===== src/rtl/blackjack_table.sv =====
// blackjack_table: one-table blackjack round controller.
// Cards are pulled from an external source over a valid/ready handshake and
// both hands are scored with soft-ace accounting. Optional build macro
// BJ_DEALER_H17_EN makes the dealer also draw on a soft total equal to
// DEALER_STAND; without it the dealer stands on any total >= DEALER_STAND.
module blackjack_table #(
  parameter int TARGET       = 21,
  parameter int DEALER_STAND = 17,
  parameter int SCORE_W      = 6,
  parameter int MAX_CARDS    = 8
) (
  input  logic               clk,
  input  logic               rst,
  input  logic               start,
  input  logic               hit,
  input  logic               stay,
  input  logic               card_valid,
  input  logic [3:0]         card_val,
  output logic               card_ready,
  output logic [SCORE_W-1:0] player_score,
  output logic [SCORE_W-1:0] dealer_score,
  output logic               dealer_visible,
  output logic               win,
  output logic               lose,
  output logic               draw,
  output logic               busy
);

  localparam int CNT_W = $clog2(MAX_CARDS + 1);
  localparam logic [SCORE_W:0]   TGT_X = (SCORE_W+1)'(TARGET);
  localparam logic [SCORE_W-1:0] TGT   = SCORE_W'(TARGET);
  localparam logic [SCORE_W-1:0] STAND = SCORE_W'(DEALER_STAND);
  localparam logic [CNT_W-1:0]   MAXC  = CNT_W'(MAX_CARDS);

  typedef enum logic [3:0] {
    S_IDLE, S_DEAL, S_CHECK, S_PLAYER, S_P_DRAW,
    S_DEALER, S_D_DRAW, S_RESOLVE, S_DONE
  } state_t;

  // Face cards and the spare codes 14/15 all score as ten.
  function automatic logic [3:0] clamp_card(input logic [3:0] v);
    return (v > 4'd10) ? 4'd10 : v;
  endfunction

  // Hard total saturates instead of wrapping so a long hand can never look small.
  function automatic logic [SCORE_W-1:0] sat_add(input logic [SCORE_W-1:0] a,
                                                 input logic [3:0] b);
    logic [SCORE_W:0] s;
    s = {1'b0, a} + (SCORE_W+1)'(b);
    return s[SCORE_W] ? '1 : s[SCORE_W-1:0];
  endfunction

  // An ace may count eleven when that keeps the hand at or below the target.
  function automatic logic soft_of(input logic [SCORE_W-1:0] hard, input logic has_ace);
    return has_ace && (({1'b0, hard} + (SCORE_W+1)'(10)) <= TGT_X);
  endfunction

  function automatic logic [SCORE_W-1:0] best_of(input logic [SCORE_W-1:0] hard,
                                                 input logic has_ace);
    return soft_of(hard, has_ace) ? hard + SCORE_W'(10) : hard;
  endfunction

  logic [1:0]         rst_sync_q;
  logic               rst_n_int;
  state_t             state_q, state_d;
  logic [SCORE_W-1:0] p_hard_q, p_hard_d, d_hard_q, d_hard_d;
  logic [CNT_W-1:0]   p_aces_q, p_aces_d, d_aces_q, d_aces_d;
  logic [CNT_W-1:0]   p_cnt_q, p_cnt_d, d_cnt_q, d_cnt_d;
  logic [3:0]         up_q, up_d;
  logic [1:0]         deal_idx_q, deal_idx_d;
  logic               vis_q, vis_d, win_q, win_d, lose_q, lose_d, draw_q, draw_d;
  logic               rdy_q, rdy_d;

  logic               real_card, is_ace, d_wants;
  logic [3:0]         cv;
  logic [SCORE_W-1:0] p_sum, d_sum, p_best, d_best, up_best;

  // Reset asserts asynchronously and releases two clocks later, in step with clk.
  always_ff @(posedge clk or negedge rst) begin
    if (!rst) rst_sync_q <= '0;
    else      rst_sync_q <= {rst_sync_q[0], 1'b1};
  end
  assign rst_n_int = rst_sync_q[1];

  // Void cards complete the handshake but never touch a hand.
  assign real_card = card_valid && rdy_q && (card_val != 4'd0);
  assign cv        = clamp_card(card_val);
  assign is_ace    = (card_val == 4'd1);
  assign p_sum     = sat_add(p_hard_q, cv);
  assign d_sum     = sat_add(d_hard_q, cv);
  assign p_best    = best_of(p_hard_q, p_aces_q != '0);
  assign d_best    = best_of(d_hard_q, d_aces_q != '0);
  assign up_best   = best_of(SCORE_W'(up_q), up_q == 4'd1);

`ifdef BJ_DEALER_H17_EN
  assign d_wants = (d_best < STAND) || ((d_best == STAND) && soft_of(d_hard_q, d_aces_q != '0));
`else
  assign d_wants = (d_best < STAND);
`endif

  // Round sequencing, hand updates and outcome decisions.
  always_comb begin
    state_d    = state_q;
    p_hard_d   = p_hard_q;
    p_aces_d   = p_aces_q;
    p_cnt_d    = p_cnt_q;
    d_hard_d   = d_hard_q;
    d_aces_d   = d_aces_q;
    d_cnt_d    = d_cnt_q;
    up_d       = up_q;
    deal_idx_d = deal_idx_q;
    vis_d      = vis_q;
    win_d      = win_q;
    lose_d     = lose_q;
    draw_d     = draw_q;
    case (state_q)
      S_IDLE, S_DONE: begin
        if (start) begin
          p_hard_d   = '0;
          p_aces_d   = '0;
          p_cnt_d    = '0;
          d_hard_d   = '0;
          d_aces_d   = '0;
          d_cnt_d    = '0;
          up_d       = '0;
          deal_idx_d = '0;
          vis_d      = 1'b0;
          win_d      = 1'b0;
          lose_d     = 1'b0;
          draw_d     = 1'b0;
          state_d    = S_DEAL;
        end
      end
      S_DEAL: begin
        if (real_card) begin
          deal_idx_d = deal_idx_q + 2'd1;
          if (!deal_idx_q[0]) begin
            p_hard_d = p_sum;
            p_aces_d = p_aces_q + CNT_W'(is_ace);
            p_cnt_d  = p_cnt_q + CNT_W'(1);
          end else begin
            d_hard_d = d_sum;
            d_aces_d = d_aces_q + CNT_W'(is_ace);
            d_cnt_d  = d_cnt_q + CNT_W'(1);
            if (deal_idx_q == 2'd1) up_d = cv;
            else                    state_d = S_CHECK;
          end
        end
      end
      S_CHECK: begin
        if ((p_best == TGT) || (d_best == TGT)) begin
          win_d   = (p_best == TGT) && (d_best != TGT);
          lose_d  = (p_best != TGT) && (d_best == TGT);
          draw_d  = (p_best == TGT) && (d_best == TGT);
          vis_d   = 1'b1;
          state_d = S_DONE;
        end else begin
          state_d = S_PLAYER;
        end
      end
      S_PLAYER: begin
        if (stay || (p_cnt_q >= MAXC)) begin
          vis_d   = 1'b1;
          state_d = S_DEALER;
        end else if (hit) begin
          state_d = S_P_DRAW;
        end
      end
      S_P_DRAW: begin
        if (real_card) begin
          p_hard_d = p_sum;
          p_aces_d = p_aces_q + CNT_W'(is_ace);
          p_cnt_d  = p_cnt_q + CNT_W'(1);
          if (p_sum > TGT) begin
            lose_d  = 1'b1;
            vis_d   = 1'b1;
            state_d = S_DONE;
          end else begin
            state_d = S_PLAYER;
          end
        end
      end
      S_DEALER: begin
        state_d = (d_wants && (d_cnt_q < MAXC)) ? S_D_DRAW : S_RESOLVE;
      end
      S_D_DRAW: begin
        if (real_card) begin
          d_hard_d = d_sum;
          d_aces_d = d_aces_q + CNT_W'(is_ace);
          d_cnt_d  = d_cnt_q + CNT_W'(1);
          state_d  = S_DEALER;
        end
      end
      S_RESOLVE: begin
        if ((d_best > TGT) || (p_best > d_best)) win_d  = 1'b1;
        else if (p_best < d_best)                lose_d = 1'b1;
        else                                     draw_d = 1'b1;
        state_d = S_DONE;
      end
      default: state_d = S_IDLE;
    endcase
    rdy_d = (state_d == S_DEAL) || (state_d == S_P_DRAW) || (state_d == S_D_DRAW);
  end

  // State, hands, registered ready and outcome flags.
  always_ff @(posedge clk or negedge rst_n_int) begin
    if (!rst_n_int) begin
      state_q    <= S_IDLE;
      p_hard_q   <= '0;
      p_aces_q   <= '0;
      p_cnt_q    <= '0;
      d_hard_q   <= '0;
      d_aces_q   <= '0;
      d_cnt_q    <= '0;
      up_q       <= '0;
      deal_idx_q <= '0;
      vis_q      <= 1'b0;
      win_q      <= 1'b0;
      lose_q     <= 1'b0;
      draw_q     <= 1'b0;
      rdy_q      <= 1'b0;
    end else begin
      state_q    <= state_d;
      p_hard_q   <= p_hard_d;
      p_aces_q   <= p_aces_d;
      p_cnt_q    <= p_cnt_d;
      d_hard_q   <= d_hard_d;
      d_aces_q   <= d_aces_d;
      d_cnt_q    <= d_cnt_d;
      up_q       <= up_d;
      deal_idx_q <= deal_idx_d;
      vis_q      <= vis_d;
      win_q      <= win_d;
      lose_q     <= lose_d;
      draw_q     <= draw_d;
      rdy_q      <= rdy_d;
    end
  end

  assign card_ready     = rdy_q;
  assign player_score   = p_best;
  assign dealer_score   = vis_q ? d_best : up_best;
  assign dealer_visible = vis_q;
  assign win            = win_q;
  assign lose           = lose_q;
  assign draw           = draw_q;
  assign busy           = (state_q != S_IDLE) && (state_q != S_DONE);

endmodule


===== config.mk =====
export PLATFORM = sky130hd
export DESIGN_NAME = blackjack_table
export DESIGN_NICKNAME = d
export VERILOG_FILES = /design/src/rtl/blackjack_table.sv
export SDC_FILE = /design/constraint.sdc
export NUM_CORES = 1
export LEC_CHECK = 0
export BUFFER_PORTS_ARGS = -buffer_cell sky130_fd_sc_hd__buf_2
export CAP_MARGIN = 5
export CORE_ASPECT_RATIO = 2
export CORE_MARGIN = 4
export CORE_UTILIZATION = 46
export DETAILED_ROUTE_END_ITERATION = 8
export HOLD_SLACK_MARGIN = 0.08
export PLACE_DENSITY = 0.66
export SLEW_MARGIN = 20
export SYNTH_ARGS = -nofsm -noshare
export SYNTH_HDL_FRONTEND = slang
export SYNTH_SLANG_ARGS = --single-unit

===== constraint.sdc =====
create_clock -name clk -period 2.2 [get_ports clk]
set_input_delay 0.22 -clock clk [delete_from_list [all_inputs] [get_ports clk]]
set_output_delay 0.22 -clock clk [all_outputs]
set_load 0.005 [all_outputs]

==> key figures <==
Critical path
  – Critical Path End Type: register
  – CP required: 2.39 ns
  – CP Launch Type: register
  – Depth of the worst register-to-register path: 18
  – Worst Setup Path Type: reg2reg
  – CP arrival: 3.44 ns
  – CP Cell Sequence: buf_6, inv_4, ha_4, a21oi_2, o221ai_2, o21ai_1, nand2_2, buf_4, nand2_1, o21ai_1, buf_4, ha_4, a21oi_2, o21ai_2, buf_4, buf_4, and3_4, a221o_1
  – Critical Path Fanout Max: 5
  – Crit path max-delay cell type: dfrtp_2
  – CP dominant cell by count: buf_4
  – Critical Path Max Stage Delay: 0.48 ns

Flow run
  – Max-Cap Viols: 0

Outcome
  – Failing checks: setup timing
  – Outcome: complete, but fails checks

Clock network
  – Worst-Skew Late Latency: 0.30 ns
  – CTS Root Cell: clkbuf_16
  – CTS clk-pin slew, worst paths: 0.07 ns
  – Htree depth: 2
  – Max clock buf depth: 2
  – CTS tree: done
  – Clock sink count: 45
  – CTS buffer count: 5

STA
  – Hold Vio Cnt, Final: 0
  – PnR worst setup slack: -1.051 ns
  – Final critical-path share of the clock period: 147.8%
  – Max transition margin: 61.63%
  – Setup TNS: -8.181 ns
  – Min cycle time layout: 3.251 ns
  – Clk_skew: 0.005126 ns
  – Fmax: 307.6 MHz
  – RSZ-0062 raised after global routing: true
  – Final count of negative-setup-slack endpoints: 18
  – Worst Max-Slew Pin Slew: 0.5755 ns
  – Max-slew violation count: 0

Global routing
  – Initial antenna violation count: 0
  – GRT Resource Usage Total: 27.12%
  – Aggregate global routing overflow: 0
  – Met3 Use GR: 3.270%
  – Global-route wire length before repair: 19840 µm
  – Number of global-route vias before repair: 4193
  – Met2 GRT Util: 50.94%
  – Grt peak-use layer: met2
  – Pin count of the biggest net entering global routing: 44
  – M1 GR Usage: 25.73%

Placement
  – Port bufs: 27
  – HPWL Detailed: 9106 µm
  – Cells after DPL: 651
  – Placer Congestion: 0.9631
  – Pre-CTS WS: -0.9328 ns
  – Placed instance area: 4731 µm²

Floorplan
  – # IOs: 28
  – Full die area: 9331 µm²
  – Starting Density: 47.03%
  – Core ar.: 7601 µm²
  – Row cnt: 45
  – Die height: 132.7 µm
  – Die Wd: 70.34 µm

Logic synthesis
  – Synthesized area: 3575 µm²
  – Top cells by count, synth: 45 x dfrtp_1, 43 x nand2_1, 39 x nor2_1
  – Ys Warns: 0
  – Yosys top cell by area: dfrtp_1
  – Post-synthesis sequential area ratio: 31.50%
  – Top-count cell post-synth: dfrtp_1
  – Asr flop ratio synth: 100.0%
  – Mean Syn Cell Area: 8.313 µm²
  – Synth Instances: 430
  – Post-synth EDFFs: 0
  – Synth top area share: 31.50%
  – Synth unique cells: 62
  – Dominant cells by area after synthesis: dfrtp_1 32%, ha_1 10%, a21oi_1 5.3%
  – Most common flop cell mapped by yosys: dfrtp_1
  – Mapped Nets: 471
  – #FFs+latches synth: 45

Detailed routing
  – DR iter-0 viols: 245
  – Via/cell ratio: 5.864
  – Initial DRT Pass Iterations: 6
  – Antenna viol nets, final: 0
  – WL per Instance: 19.05 µm
  – Routed wire length: 12890 µm
  – Detailed-route via count: 3970
  – DRC viols: 0

Min path
  – Hold Path Class: in2async

Cells and area
  – Layout area overhead: 51.52%
  – Layout filler cell count: 580
  – Non-filler instance count after layout: 677
  – Share of cells above drive strength 1: 43.91%
  – Post-route cell area: 5416 µm²
  – # diodes: 0
  – # nets final: 623

Power and ir drop
  – Worst vdd ir: 0.001076 V
  – Pwr Density: 1278 nW/µm²
  – Total power: 6.925 mW
  – Leakage: 2.531 nW
-- through the flow --
step                      hold WS (ns)  utilization (%)
after floorplan               -0.07559                -
after global placement        0.004252            62.24
after detailed placement      0.006735            62.24
after CTS                       0.2248            68.94
after global routing            0.2526            71.26
final                           0.2395            71.26
-- layout by cell type (no fill, tap or decap), drive strengths merged, types with 6 or more instances in the layout --
cell type / netlist / routed
buf: 6 / 162
dfrtp: 45 / 45
nand2: 43 / 43
o21ai: 41 / 41
nor2: 39 / 39
a21oi: 38 / 38
ha: 29 / 29
inv: 15 / 16
nand3: 14 / 14
xor2: 13 / 13
nor3: 11 / 11
nor2b: 10 / 10
a21o: 8 / 8
nand2b: 8 / 8
and2: 7 / 7
a211oi: 7 / 7
or4: 6 / 6
nand4: 6 / 6
nor4: 6 / 6
-- registers in the layout, indices dropped and copies added, names as in the netlist, 2 cells and up --
signal	flops
d_hard_q	6
d_cnt_q	4
rst_sync_q	2
p_hard_q	6
d_aces_q	4
deal_idx_q	2
p_aces_q	4
p_cnt_q	4
state_q	4
up_q	4
-- report_power, final --
group / leakage (nW) / internal, mW / switching, mW
sequential: 0.591 / 1.06 / 0.326
combinational: 1.87 / 2.38 / 2.38
clock: 0.0702 / 0.423 / 0.358
-- final timing paths --
path,start,to,slack [ns]
min in group clk,rst_sync_q[0],rst_sync_q[1],0.36
max in group asynchronous,rst_sync_q[1],d_hard_q[0],1.42
setup reg to reg,p_hard_q[2],draw,-1.05
hold reg to reg,rst_sync_q[1],state_q[3],0.34
hold / removal,rst,rst_sync_q[0],0.24
setup / recovery,p_hard_q[2],draw,-1.05
-- layer usage --
metal	share of wire (%)	wire [µm]
met1	34	4328
met3	3.2	408
met5	0	0
met4	7.5	968
met2	56	7188
-- worst max-delay path, delay by kind of cell (launching register included) --
family,cells,cell delay [ns]
buffers and inverters,6,0.81
flip-flops,1,0.48
adder cells (fa/ha/maj),2,0.39
AND/OR/NAND/NOR,3,0.42
AO/OA/AOI/OAI,7,1.01
-- logic make-up after synthesis --
kind of cell             count (synthesis)  share of synthesized area [%]
flip-flops                              45                          31.50
multiplexers                             7                          2.345
adder cells (fa/ha/maj)                 31                          11.27
XOR/XNOR                                18                          4.620
other                                    1                         0.1049
buffers and inverters                   34                          4.130
AO/OA/AOI/OAI                          128                          22.75
AND/OR/NAND/NOR                        166                          23.28
-- timing repair --
action / in CTS / in global routing
resized for setup: 59 / 41
buffers inserted: 16 / 10
endpoints found under the hold margin: 2 / 0
endpoints found under the setup margin: 23 / 33
pin swaps: 27 / 35
hold buffers: 1 / 0
-- layout make-up --
cell class	instances	area, µm²	share of cell area, %
sequential	45	1136	20.97
inverter	16	65.06	1.201
clock inverter	3	21.27	0.3927
multi-input combinational	351	2716	50.15
tap	94	117.6	2.171
timing repair buffer	163	1235	22.80
clock buffer	5	125.1	2.310
No activity file was read; power rests on OpenSTA's default activity.
